==> config.mk <==
export PLATFORM = sky130hd
export DESIGN_NAME = kmeans_ctrl
export DESIGN_NICKNAME = d
export VERILOG_FILES = /design/src/rtl/kmeans_ctrl.sv
export SDC_FILE = /design/constraint.sdc
export NUM_CORES = 1
export LEC_CHECK = 0
export BUFFER_PORTS_ARGS = -buffer_cell sky130_fd_sc_hd__buf_2
export CORE_MARGIN = 4
export CORE_UTILIZATION = 42
export DETAILED_ROUTE_END_ITERATION = 7
export PLACE_DENSITY = 0.73
export SLEW_MARGIN = 20
export SYNTH_ARGS = -nofsm -noshare
export SYNTH_HDL_FRONTEND = slang
export SYNTH_SLANG_ARGS = --single-unit
==> constraint.sdc <==
create_clock -name clk -period 4.2 [get_ports clk]
set_input_delay 0.42 -clock clk [delete_from_list [all_inputs] [get_ports clk]]
set_output_delay 0.42 -clock clk [all_outputs]
set_load 0.05 [all_outputs]
==> src/rtl/kmeans_ctrl.sv <==
// kmeans_ctrl: sequencing controller for the K-means accelerator datapath.
// Steers the load stream into the centroid file and point SRAM, runs
// scan/accumulate iterations, schedules the shared divider per cluster,
// detects convergence and sequences the K-word result burst.
module kmeans_ctrl #(
   parameter int unsigned K        = 4,
   parameter int unsigned N        = 4096,
   parameter int unsigned MAX_ITER = 255,
   localparam int unsigned CW      = $clog2(K),
   localparam int unsigned AW      = $clog2(N)
) (
   input  logic          clk,
   input  logic          rst_n,
   input  logic          in_valid,
   output logic          cent_ld,
   output logic [CW-1:0] cent_idx,
   output logic          mem_we,
   output logic [AW-1:0] mem_addr,
   output logic          acc_clr,
   output logic          acc_en,
   output logic          div_start,
   output logic [CW-1:0] div_idx,
   input  logic          div_done,
   input  logic          changed,
   output logic          out_valid,
   output logic [CW-1:0] out_sel,
   output logic [7:0]    iter_cnt,
   output logic          busy
);

   typedef enum logic [3:0] {
      IDLE,
      LOAD_C,
      LOAD_P,
      ITER_CLR,
      SCAN,
      DRAIN,
      DIV_GO,
      DIV_WAIT,
      CHECK,
      OUT
   } state_t;

   state_t     state;
   logic       any_chg;
   logic [7:0] iter_nxt;

   // Load strobes follow in_valid directly so the first word is taken in IDLE
   always_comb begin
      cent_ld  = in_valid && ((state == IDLE) || (state == LOAD_C));
      mem_we   = in_valid && (state == LOAD_P);
      iter_nxt = iter_cnt + 8'd1;
   end

   // Controller FSM; every other output is a register updated with the state
   always_ff @(posedge clk or negedge rst_n) begin
      if (!rst_n) begin
         state     <= IDLE;
         cent_idx  <= '0;
         mem_addr  <= '0;
         acc_clr   <= 1'b0;
         acc_en    <= 1'b0;
         div_start <= 1'b0;
         div_idx   <= '0;
         out_valid <= 1'b0;
         out_sel   <= '0;
         iter_cnt  <= '0;
         busy      <= 1'b0;
         any_chg   <= 1'b0;
      end else begin
         acc_clr   <= 1'b0;
         div_start <= 1'b0;
         // SRAM read data arrives one cycle after the SCAN address
         acc_en    <= (state == SCAN);
         case (state)
            IDLE: begin
               if (in_valid) begin
                  state    <= LOAD_C;
                  cent_idx <= CW'(1);
                  iter_cnt <= '0;
                  busy     <= 1'b1;
               end
            end
            LOAD_C: begin
               if (in_valid) begin
                  if (cent_idx == CW'(K - 1)) begin
                     state    <= LOAD_P;
                     cent_idx <= '0;
                     mem_addr <= '0;
                  end else begin
                     cent_idx <= cent_idx + CW'(1);
                  end
               end
            end
            LOAD_P: begin
               if (in_valid) begin
                  if (mem_addr == AW'(N - 1)) begin
                     state    <= ITER_CLR;
                     mem_addr <= '0;
                     acc_clr  <= 1'b1;
                  end else begin
                     mem_addr <= mem_addr + AW'(1);
                  end
               end
            end
            ITER_CLR: begin
               any_chg  <= 1'b0;
               mem_addr <= '0;
               state    <= SCAN;
            end
            SCAN: begin
               if (mem_addr == AW'(N - 1)) begin
                  state    <= DRAIN;
                  mem_addr <= '0;
               end else begin
                  mem_addr <= mem_addr + AW'(1);
               end
            end
            DRAIN: begin
               state     <= DIV_GO;
               div_idx   <= '0;
               div_start <= 1'b1;
            end
            DIV_GO: begin
               state <= DIV_WAIT;
            end
            DIV_WAIT: begin
               if (div_done) begin
                  any_chg <= any_chg | changed;
                  if (div_idx != CW'(K - 1)) begin
                     div_idx   <= div_idx + CW'(1);
                     div_start <= 1'b1;
                     state     <= DIV_GO;
                  end else begin
                     state <= CHECK;
                  end
               end
            end
            CHECK: begin
               iter_cnt <= iter_nxt;
               if (!any_chg || (iter_nxt == 8'(MAX_ITER))) begin
                  state     <= OUT;
                  out_valid <= 1'b1;
                  out_sel   <= '0;
               end else begin
                  state   <= ITER_CLR;
                  acc_clr <= 1'b1;
               end
            end
            OUT: begin
               if (out_sel == CW'(K - 1)) begin
                  state     <= IDLE;
                  out_valid <= 1'b0;
                  out_sel   <= '0;
                  busy      <= 1'b0;
               end else begin
                  out_sel <= out_sel + CW'(1);
               end
            end
            default: begin
               state <= IDLE;
            end
         endcase
      end
   end

endmodule

==> impl_metrics.env, run 1 <==
export IMPL_status="complete, no violations"
export IMPL_grt_pass1_wl_um=8180
export IMPL_avgSynthCellArea_um2=9.06
export IMPL_netlist_top_cell_by_area="dfrtp_1"
export IMPL_synth_ff_type="dfrtp_1"
export IMPL_areaGrowthSynthToFinish_pct=16.1
export IMPL_n_fill_cell=461
export IMPL_hold_viol_final=0
export IMPL_place_detailed_hpwl_um=3380
export IMPL_cts_tree="yes"
export IMPL_fin_nets=272
export IMPL_finalWirelength_um=4620
export IMPL_grt_util_all_layers=0.167
export IMPL_dr_total_vias=1817
export IMPL_relSlewSlack=0.473
export IMPL_initial_utilization=0.432
export IMPL_critPathRequiredTime_ns=3.78
export IMPL_clock_sinks=36
export IMPL_worstPathMaxFanout=12
export IMPL_fp_dieW_um=77.7
export IMPL_rows=25
export IMPL_drc=0
export IMPL_drive_above_1_share=0.210
export IMPL_clock_latency_ns=0.29
export IMPL_r2r_end="state[3]"
export IMPL_drtIter0Drc=124
export IMPL_cp_slowest_cell="dfrtp_1"
export IMPL_synth_seq_cells=36
export IMPL_r2r_start="iter_cnt[0]"
export IMPL_crit_path_start_kind="flop"
export IMPL_leakagePower_nw=1.11
export IMPL_cts_resized_gates=0
export IMPL_rrSetupSlack_ns=2.10
export IMPL_port_buffers=37
export IMPL_yosysSeqAreaShare=0.442
export IMPL_cts_clk_slew_worst_paths_ns=0.07
export IMPL_core_um2=4720
export IMPL_grt_pass1_vias=1708
export IMPL_ys_types=50
export IMPL_grt_max_degree=37
export IMPL_syn_cell_area_um2=2040
export IMPL_place_gp_congestion=0.832
export IMPL_cts_hold_buf=0
export IMPL_via_per_inst=5.52
export IMPL_antenna_found_initial=0
export IMPL_synth_area_top_cells="dfrtp_1 44%, o21ai_1 5.4%, nand2_1 4.4%, nor2_1 4.0%, ha_1 3.7%"
export IMPL_fin_crit_sh=0.519
export IMPL_post_cts_setup_buffer_count=0
export IMPL_p_per_area_nw_per_um2=258
export IMPL_layout_commonest_cell="buf_2"
export IMPL_yosys_warnings=0
export IMPL_synth_enable_flop_cells=0
export IMPL_crit_top_cell="nor2_1"
export IMPL_h_tree_depth=2
export IMPL_drtAntennaViolNets=0
export IMPL_clockBufferDepth=2
export IMPL_post_drt_wl_per_cell_um=14.0
export IMPL_async_flop_share=1.00
export IMPL_skew_ns=0.00795
export IMPL_drv_cap=0
export IMPL_timing_final_crit_period_ns=2.18
export IMPL_diodes=0
export IMPL_clockRootBuffer="clkbuf_8"
export IMPL_crit_chain="nor2_1 -> nand2_1 -> nor2_1 -> buf_2"
export IMPL_worst_path_largest_cell_delay_ns=0.53
export IMPL_reg2regPathDepth=6
export IMPL_dieHeight_um=77.7
export IMPL_pin_count=38
export IMPL_arrival_ns=1.76
export IMPL_synth_nets=236
export IMPL_numCtsBuffers=5
export IMPL_drv_slew=0
export IMPL_worst_pin_slew_ns=0.791
export IMPL_layout_common_cells="37 x buf_2, 36 x dfrtp_1, 24 x nand2_1"
export IMPL_power_total_mw=0.610
export IMPL_hold_path_class="input port to asynchronous set/reset pin"
export IMPL_synth_cells=225
export IMPL_critPathKind="flop to output port"
export IMPL_synth_top_cell_area_share=0.442
export IMPL_setup_viol=0
export IMPL_ir_worst_vdd_mv=0.106
export IMPL_crit_path_end_kind="output port"
export IMPL_rsz0062_at_grt="false"
export IMPL_die_area_um2=6030
export IMPL_dr_pass1_iters=4
export IMPL_tns_ns=0
export IMPL_overflow=0
export IMPL_fmax_mhz=459
[worst max path at each step]
stage / startpoint / end / slack [ns] / cells after the start
after floorplan: iter_cnt[0] / state[3] / 2.09 / 6
final: state[2] / cent_ld / 2.02 / 4
after CTS: state[2] / cent_ld / 2.04 / 4
after global placement: iter_cnt[0] / state[3] / 2.15 / 6
after global routing: iter_cnt[0] / state[3] / 1.83 / 6
after detailed placement: iter_cnt[0] / state[3] / 2.10 / 6
[registers in the layout (all words and copies together), names as in the netlist]
| name | flops |
|---|---|
| cent_idx | 2 |
| out_sel | 2 |
| iter_cnt | 8 |
| div_start | 1 |
| out_valid | 1 |
| mem_addr | 12 |
| any_chg | 1 |
| acc_clr | 1 |
| busy | 1 |
| state | 4 |
| acc_en | 1 |
| div_idx | 2 |
[power breakdown]
part,switching [mW],internal [mW],leakage (nW),total (mW)
combinational,0.00875,0.00209,0.627,0.0108
clock,0.122,0.131,0.0510,0.253
sequential,0,0.346,0.431,0.346
total,0.131,0.479,1.11,0.610
[Yosys cell counts, drive strengths merged (5+ instances only)]
cell type and count:
ha 6, nor3 7, a31oi 5, nand3 10, nand2 24, o21ai 23
dfrtp 36, a21oi 6, xnor2 7, clkbuf 5, nor2 22, inv 8
[stage by stage]
stage / utilization / setup WS [ns] / area [um^2] / cells / hold slack (ns)
floorplan: - / 2.09 / 2040 / 225 / 0.124
global placement: 0.482 / 2.15 / 2280 / 321 / 0.458
detailed placement: 0.482 / 2.10 / 2280 / 321 / 0.477
CTS: 0.501 / 2.04 / 2370 / 329 / 0.236
global route: 0.501 / 1.83 / 2370 / 329 / 0.273
finish: 0.501 / 2.02 / 2370 / 329 / 0.210
[layer usage]
metal / vias to the layer above / routed length (um) / global-route usage
met3: 7 / 226 / 0.0441
met2: 56 / 2200 / 0.258
li1: 902 / - / -
met1: 852 / 2110 / 0.224
met5: - / 0 / 0
met4: 0 / 85 / 0.0658
[logic make-up after synthesis]
group,share of synthesized area
and+or+nand+nor,0.230
muxes,0.0104
buffers and inverters,0.0307
AOI/OAI and AO/OA,0.212
xor gates and xnor gates,0.0387
adders and majority gates,0.0368
DFF,0.442
[critical path: cells and delay by family, from the launching register on]
kind,cells,cell delay [ns]
flops,1,0.53
buf+inv,1,0.31
simple gates,3,0.63
[layout make-up]
cell class	count	area [um^2]	share of cell area
Clock inverter	2	10.0	0.00423
Tap cell	67	83.8	0.0354
Inverter	8	30.0	0.0127
Timing Repair Buffer	37	185	0.0782
Clock buffer	6	82.6	0.0349
Multi-Input combinational cell	173	1080	0.454
Sequential cell	36	901	0.380
No activity file was read; power rests on OpenSTA's default activity.
==> run 2: changes to the inputs <==
- ABC_AREA: default -> 1
- PLACE_DENSITY: 0.73 -> 0.76
- clock period: 4.2 -> 1.9 ns (I/O delays scaled with it)
==> run 2 against run 1 <==
Non-clock buffer count unchanged. Synthesized cell count up 16%. Worst hold slack worse by 0.23 ns. Highest routed layer unchanged. Clock skew up 0.0015 ns. Die area down 0.77%. Count of clock-buffer cells in the layout unchanged. Sequential share of layout area down 0.15 points. Worst setup slack worse by 1.9 ns. Via count up 1.7%. The run now ends with hold timing left. Largest power group is now combinational cells. Cell area up 0.69%. Critical endpoint unchanged. Area after synthesis down 0.86%.
==> impl_metrics.env, run 2 <==
export IMPL_avgSynthCellArea_um2=7.78
export IMPL_clock_sinks=36
export IMPL_clockRootBuffer="clkbuf_8"
export IMPL_drc=0
export IMPL_leakagePower_nw=1.26
export IMPL_fin_area_um2=2380
export IMPL_worstPathMaxFanout=7
export IMPL_pin_count=38
export IMPL_grt_pass1_vias=1704
export IMPL_dr_pass1_iters=4
export IMPL_fin_crit_sh=0.942
export IMPL_crit_start="state[0]"
export IMPL_status="finished with violations"
export IMPL_syn_cell_area_um2=2020
export IMPL_r2r_start="iter_cnt[0]"
export IMPL_reg_largest_list="mem_addr x12, iter_cnt x8, state x4"
export IMPL_numCtsBuffers=5
export IMPL_failed_checks="hold timing"
export IMPL_worst_path_largest_cell_delay_ns=0.46
export IMPL_post_cts_setup_buffer_count=0
export IMPL_port_buffers=37
export IMPL_drv_cap=0
export IMPL_largest_reg_flops=12
export IMPL_ir_worst_vdd_mv=0.857
export IMPL_synth_enable_flop_cells=0
export IMPL_crit_chain="inv_2 -> nor2_2 -> nand2_1 -> nor2_1 -> nor2_1 -> inv_1 -> clkbuf_4"
export IMPL_critPathKind="flop to output port"
export IMPL_place_gp_congestion=0.827
export IMPL_grt_pass1_wl_um=7760
export IMPL_initial_utilization=0.449
export IMPL_clockBufferDepth=2
export IMPL_drive_above_1_share=0.214
export IMPL_setup_viol=0
export IMPL_final_core_util=0.529
export IMPL_relSlewSlack=0.469
export IMPL_hold_viol_final=36
export IMPL_p_per_area_nw_per_um2=1340
export IMPL_finalWirelength_um=4390
export IMPL_layout_cells_non_filler=356
export IMPL_cp_slowest_cell="dfrtp_2"
export IMPL_fp_dieW_um=77.4
export IMPL_synth_common_cells="67 x nand2_1, 36 x dfrtp_1, 35 x inv_1"
export IMPL_synth_top_family_by_area="simple AND/OR/NAND/NOR gates"
export IMPL_antenna_found_initial=0
export IMPL_die_area_um2=5990
export IMPL_timing_final_crit_period_ns=1.79
export IMPL_skew_ns=0.00949
export IMPL_clock_latency_ns=0.29
export IMPL_synth_adder_area_share=0.0371
export IMPL_crit_family="simple AND/OR/NAND/NOR gates"
export IMPL_synth_ff_type="dfrtp_1"
export IMPL_dpl_cell_area_um2=2260
export IMPL_via_per_inst=5.19
export IMPL_synth_nets=271
export IMPL_critPathRequiredTime_ns=1.71
export IMPL_layout_commonest_cell="nand2_1"
export IMPL_grt_max_degree=37
export IMPL_post_drt_wl_per_cell_um=12.3
export IMPL_h_tree_depth=2
export IMPL_drv_slew=0
export IMPL_hold_path_class="input port to asynchronous set/reset pin"
export IMPL_grt_util_all_layers=0.159
export IMPL_drtIter0Drc=176
export IMPL_synth_cells=260
export IMPL_synth_xor_area_frac=0.0260
export IMPL_crit_path_end_kind="output port"
export IMPL_largest_register="mem_addr"
export IMPL_synth_simple_gate_area_frac=0.317
export IMPL_cts_hold_buf=0
export IMPL_dr_total_vias=1848
export IMPL_tns_ns=0
export IMPL_worst_path_buf_inv=3
export IMPL_yosysSeqAreaShare=0.446
export IMPL_synth_top_cell_area_share=0.446
export IMPL_rows=24
export IMPL_synth_compound_area_frac=0.0996
export IMPL_placedCellCount=348
export IMPL_cts_tree="yes"
export IMPL_fin_nets=314
export IMPL_n_fill_cell=422
export IMPL_crit_top_cell="nor2_1"
export IMPL_muxShareOfSynthArea=0
export IMPL_async_flop_share=1.00
export IMPL_cts_clk_slew_worst_paths_ns=0.08
export IMPL_diodes=0
export IMPL_place_detailed_hpwl_um=3310
export IMPL_hold_ws_ns=-0.0219
export IMPL_synth_seq_cells=36
export IMPL_arrival_ns=1.60
export IMPL_areaGrowthSynthToFinish_pct=17.9
export IMPL_crit_path_start_kind="flop"
export IMPL_rsz0062_at_grt="false"
export IMPL_core_um2=4500
export IMPL_layout_common_cells="67 x nand2_1, 36 x buf_2, 35 x inv_1"
export IMPL_ys_types=30
export IMPL_dieHeight_um=77.4
export IMPL_worst_pin_slew_ns=0.796
export IMPL_area_sequential_um2=903
export IMPL_netlist_top_cell_by_area="dfrtp_1"
export IMPL_yosysMostFrequentCell="nand2_1"
export IMPL_synth_area_top_cells="dfrtp_1 45%, nand2_1 12%, inv_1 6.5%, nor2_1 5.8%, nand3_1 5.0%"
export IMPL_drtAntennaViolNets=0
export IMPL_multi_input_area_um2=986
export IMPL_overflow=0
export IMPL_yosys_warnings=0
export IMPL_fmax_mhz=559
==> run 2: repair_timing <==
item,CTS,global route
endpoints found under the setup margin,1,4
resized for setup,1,6
gates cloned,0,0
pin swaps,0,0
==> run 2: final cells by class <==
| type | count | share of cell area |
|---|---|---|
| inverters | 36 | 0.0567 |
| well taps | 52 | 0.0273 |
| clock inverters | 2 | 0.0147 |
| flip-flops and latches | 36 | 0.379 |
| clock buffers | 6 | 0.0304 |
| repair buffers | 37 | 0.0787 |
| multi-input cells | 187 | 0.413 |
==> run 2: final timing paths <==
path                                     to  slack (ns)  cells past startpoint
worst min-delay path            mem_addr[5]       -0.02                      1
worst max-delay path                cent_ld        0.11                      7
max in group asynchronous          state[1]        1.37                      1
worst max register to register   out_sel[0]        0.22                     10
worst min register to register    out_valid        0.52                      2
min in group clk                    any_chg        0.21                      3
==> run 2: cells by family (layout without fill, tap and decap cells) <==
family / Yosys count / in the layout
and+or+nand+nor: 140 / 140
buffers and inverters: 37 / 81
DFF: 36 / 36
AOI/OAI and AO/OA: 35 / 35
adders and majority gates: 6 / 6
xor gates and xnor gates: 6 / 6
==> run 2: layer usage <==
| metal | vias to the layer above | track usage | part of all wire | wire [um] |
|---|---|---|---|---|
| met3 | 10 | 0.0394 | 0.058 | 254 |
| met2 | 60 | 0.244 | 0.46 | 2040 |
| li1 | 923 | - | - | - |
| met5 | - | 0 | 0 | 0 |
| met4 | 0 | 0.0641 | 0.019 | 85 |
| met1 | 855 | 0.216 | 0.46 | 2020 |
==> run 2: worst reg2reg max path: stages (launching register included) <==
cell	delay [ns]
dfrtp_1	0.46
inv_1	0.16
ha_1	0.17
nand2_1	0.05
nand3b_1	0.16
nor2_1	0.14
nand4_1	0.12
nand2_1	0.07
nand2_1	0.10
nand3_1	0.10
nand2_1	0.05
==> run 2: power by group <==
group	switching, mW	leakage [nW]	total [mW]	internal [mW]
Combinational	1.08	0.718	1.48	0.398
Clock	0.280	0.0552	0.669	0.390
Sequential	0.155	0.484	1.06	0.904
==> run 2: stage by stage <==
step	setup WS (ns)	power, mW
after global placement	0.182	2.49
after detailed placement	0.173	2.52
after CTS	0.00485	3.19
after global routing	0.00212	3.45
final	0.110	3.20
after floorplan	0.0475	2.25
==> run 3: changes to the inputs <==
==> constraint.sdc (replaced) <==
create_clock -name clk -period 1.9 [get_ports clk]
set_input_delay 0.38 -clock clk [delete_from_list [all_inputs] [get_ports clk]]
set_output_delay 0.38 -clock clk [all_outputs]
set_load 0.05 [all_outputs]
==> run 3 against run 2 <==
Highest routed layer unchanged. Largest cell class unchanged. Global-route usage is 0.56 points higher. Combinational power is 10% higher. Critical path depth stayed put. The run now ends clean. Clock power is 16% lower.
==> impl_metrics.env, run 3 (same netlist as run 2, synthesis figures left out) <==
export IMPL_relSlewSlack=0.677
export IMPL_dr_total_vias=1844
export IMPL_dieHeight_um=77.4
export IMPL_layout_common_cells="66 x nand2_1, 36 x buf_2, 35 x inv_1"
export IMPL_numCtsBuffers=5
export IMPL_rrSetupSlack_ns=0.16
export IMPL_power_total_mw=3.24
export IMPL_diodes=0
export IMPL_port_buffers=37
export IMPL_critPathKind="flop to output port"
export IMPL_h_tree_depth=2
export IMPL_final_core_util=0.541
export IMPL_drtAntennaViolNets=0
export IMPL_worstPathMaxFanout=3
export IMPL_finalWirelength_um=4680
export IMPL_via_per_inst=5.09
export IMPL_timing_final_crit_period_ns=1.81
export IMPL_ir_worst_vdd_mv=0.915
export IMPL_fmax_mhz=552
export IMPL_drc=0
export IMPL_critPathRequiredTime_ns=1.52
export IMPL_rows=24
export IMPL_leakagePower_nw=1.28
export IMPL_core_um2=4500
export IMPL_grt_pass1_wl_um=8060
export IMPL_grt_max_degree=37
export IMPL_dr_pass1_iters=4
export IMPL_arrival_ns=1.43
export IMPL_cts_hold_buf=0
export IMPL_met3_usage=0.0451
export IMPL_place_detailed_hpwl_um=3310
export IMPL_place_gp_congestion=0.824
export IMPL_hold_path_class="input port to asynchronous set/reset pin"
export IMPL_antenna_found_initial=0
export IMPL_grt_met2_usage=0.269
export IMPL_grt_util_all_layers=0.165
export IMPL_fin_crit_sh=0.953
export IMPL_initial_utilization=0.449
export IMPL_die_area_um2=5990
export IMPL_crit_path_end_kind="output port"
export IMPL_p_per_area_nw_per_um2=1330
export IMPL_areaGrowthSynthToFinish_pct=20.5
export IMPL_cts_tree="yes"
export IMPL_clock_sinks=36
export IMPL_clockRootBuffer="clkbuf_8"
export IMPL_cts_clk_slew_worst_paths_ns=0.07
export IMPL_rsz0062_at_grt="true"
export IMPL_hold_viol_final=0
export IMPL_status="complete, no violations"
export IMPL_largest_register="mem_addr"
export IMPL_setup_viol=0
export IMPL_drv_cap=0
export IMPL_clock_latency_ns=0.29
export IMPL_post_drt_wl_per_cell_um=12.9
export IMPL_grt_busiest_layer="met2"
export IMPL_grt_pass1_vias=1744
export IMPL_largest_reg_flops=12
export IMPL_crit_path_start_kind="flop"
export IMPL_placedCellCount=349
export IMPL_pin_count=38
export IMPL_fin_nets=320
export IMPL_skew_ns=0.00579
export IMPL_drive_above_1_share=0.242
export IMPL_clockBufferDepth=2
export IMPL_layout_commonest_cell="nand2_1"
export IMPL_fp_dieW_um=77.4
export IMPL_reg_largest_list="mem_addr x12, iter_cnt x8, state x4"
export IMPL_overflow=0
export IMPL_worst_pin_slew_ns=0.484
export IMPL_grt_met1_usage=0.215
export IMPL_drtIter0Drc=140
export IMPL_layout_cells_non_filler=362
export IMPL_drv_slew=0
[run 3: metal layers]
metal  wire, um  part of all wire
met2       2270              0.49
met3        244             0.052
met4         42            0.0090
met1       2120              0.45
met5          0                 0
[run 3: final cells by class]
class	count	area [um^2]
Clock buffer	8	90.1
Fill cell	433	2070
Timing Repair Buffer	43	236
Sequential cell	36	906
Inverter	36	135
Multi-Input combinational cell	187	1000
Tap cell	52	65.1
[run 3: final timing paths]
check	end	depth (start not counted)	start
min in group clk	any_chg	3	changed
setup reg to reg	mem_addr[3]	10	state[2]
setup / recovery	cent_ld	7	state[0]
hold / removal	mem_addr[7]	2	rst_n
max in group asynchronous	state[1]	2	rst_n
hold reg to reg	out_valid	2	out_valid
[run 3: critical path, cell delays in order, from the launching register on]
cell and delay [ns]:
dfrtp_2 0.41, inv_2 0.08, nor2_4 0.13, nand2_2 0.09, nor2_4 0.13, nor2_1 0.06
inv_1 0.09, buf_6 0.16
[run 3: stage by stage]
stage,worst slack (ns),area [um^2],setup TNS [ns],hold WS (ns)
finish,0.0885,2440,0,0.127
global route,-0.0350,2440,-0.0350,0.171
CTS,0.0300,2380,0,0.145
detailed placement,0.143,2260,0,0.455
global placement,0.162,2260,0,0.447
floorplan,0.0475,2020,0,0.0844
[run 3: where the power goes]
part | switching (mW) | leakage, nW | internal [mW]
clock | 0.267 | 0.0455 | 0.296
sequential | 0.136 | 0.481 | 0.906
combinational | 1.16 | 0.750 | 0.471
total | 1.57 | 1.28 | 1.67
[run 3: timing repair]
item | CTS | global route
setup endpoints to repair | 2 | 5
pin swaps | 0 | 3
setup buffers | 1 | 4
gates resized for setup | 7 | 8
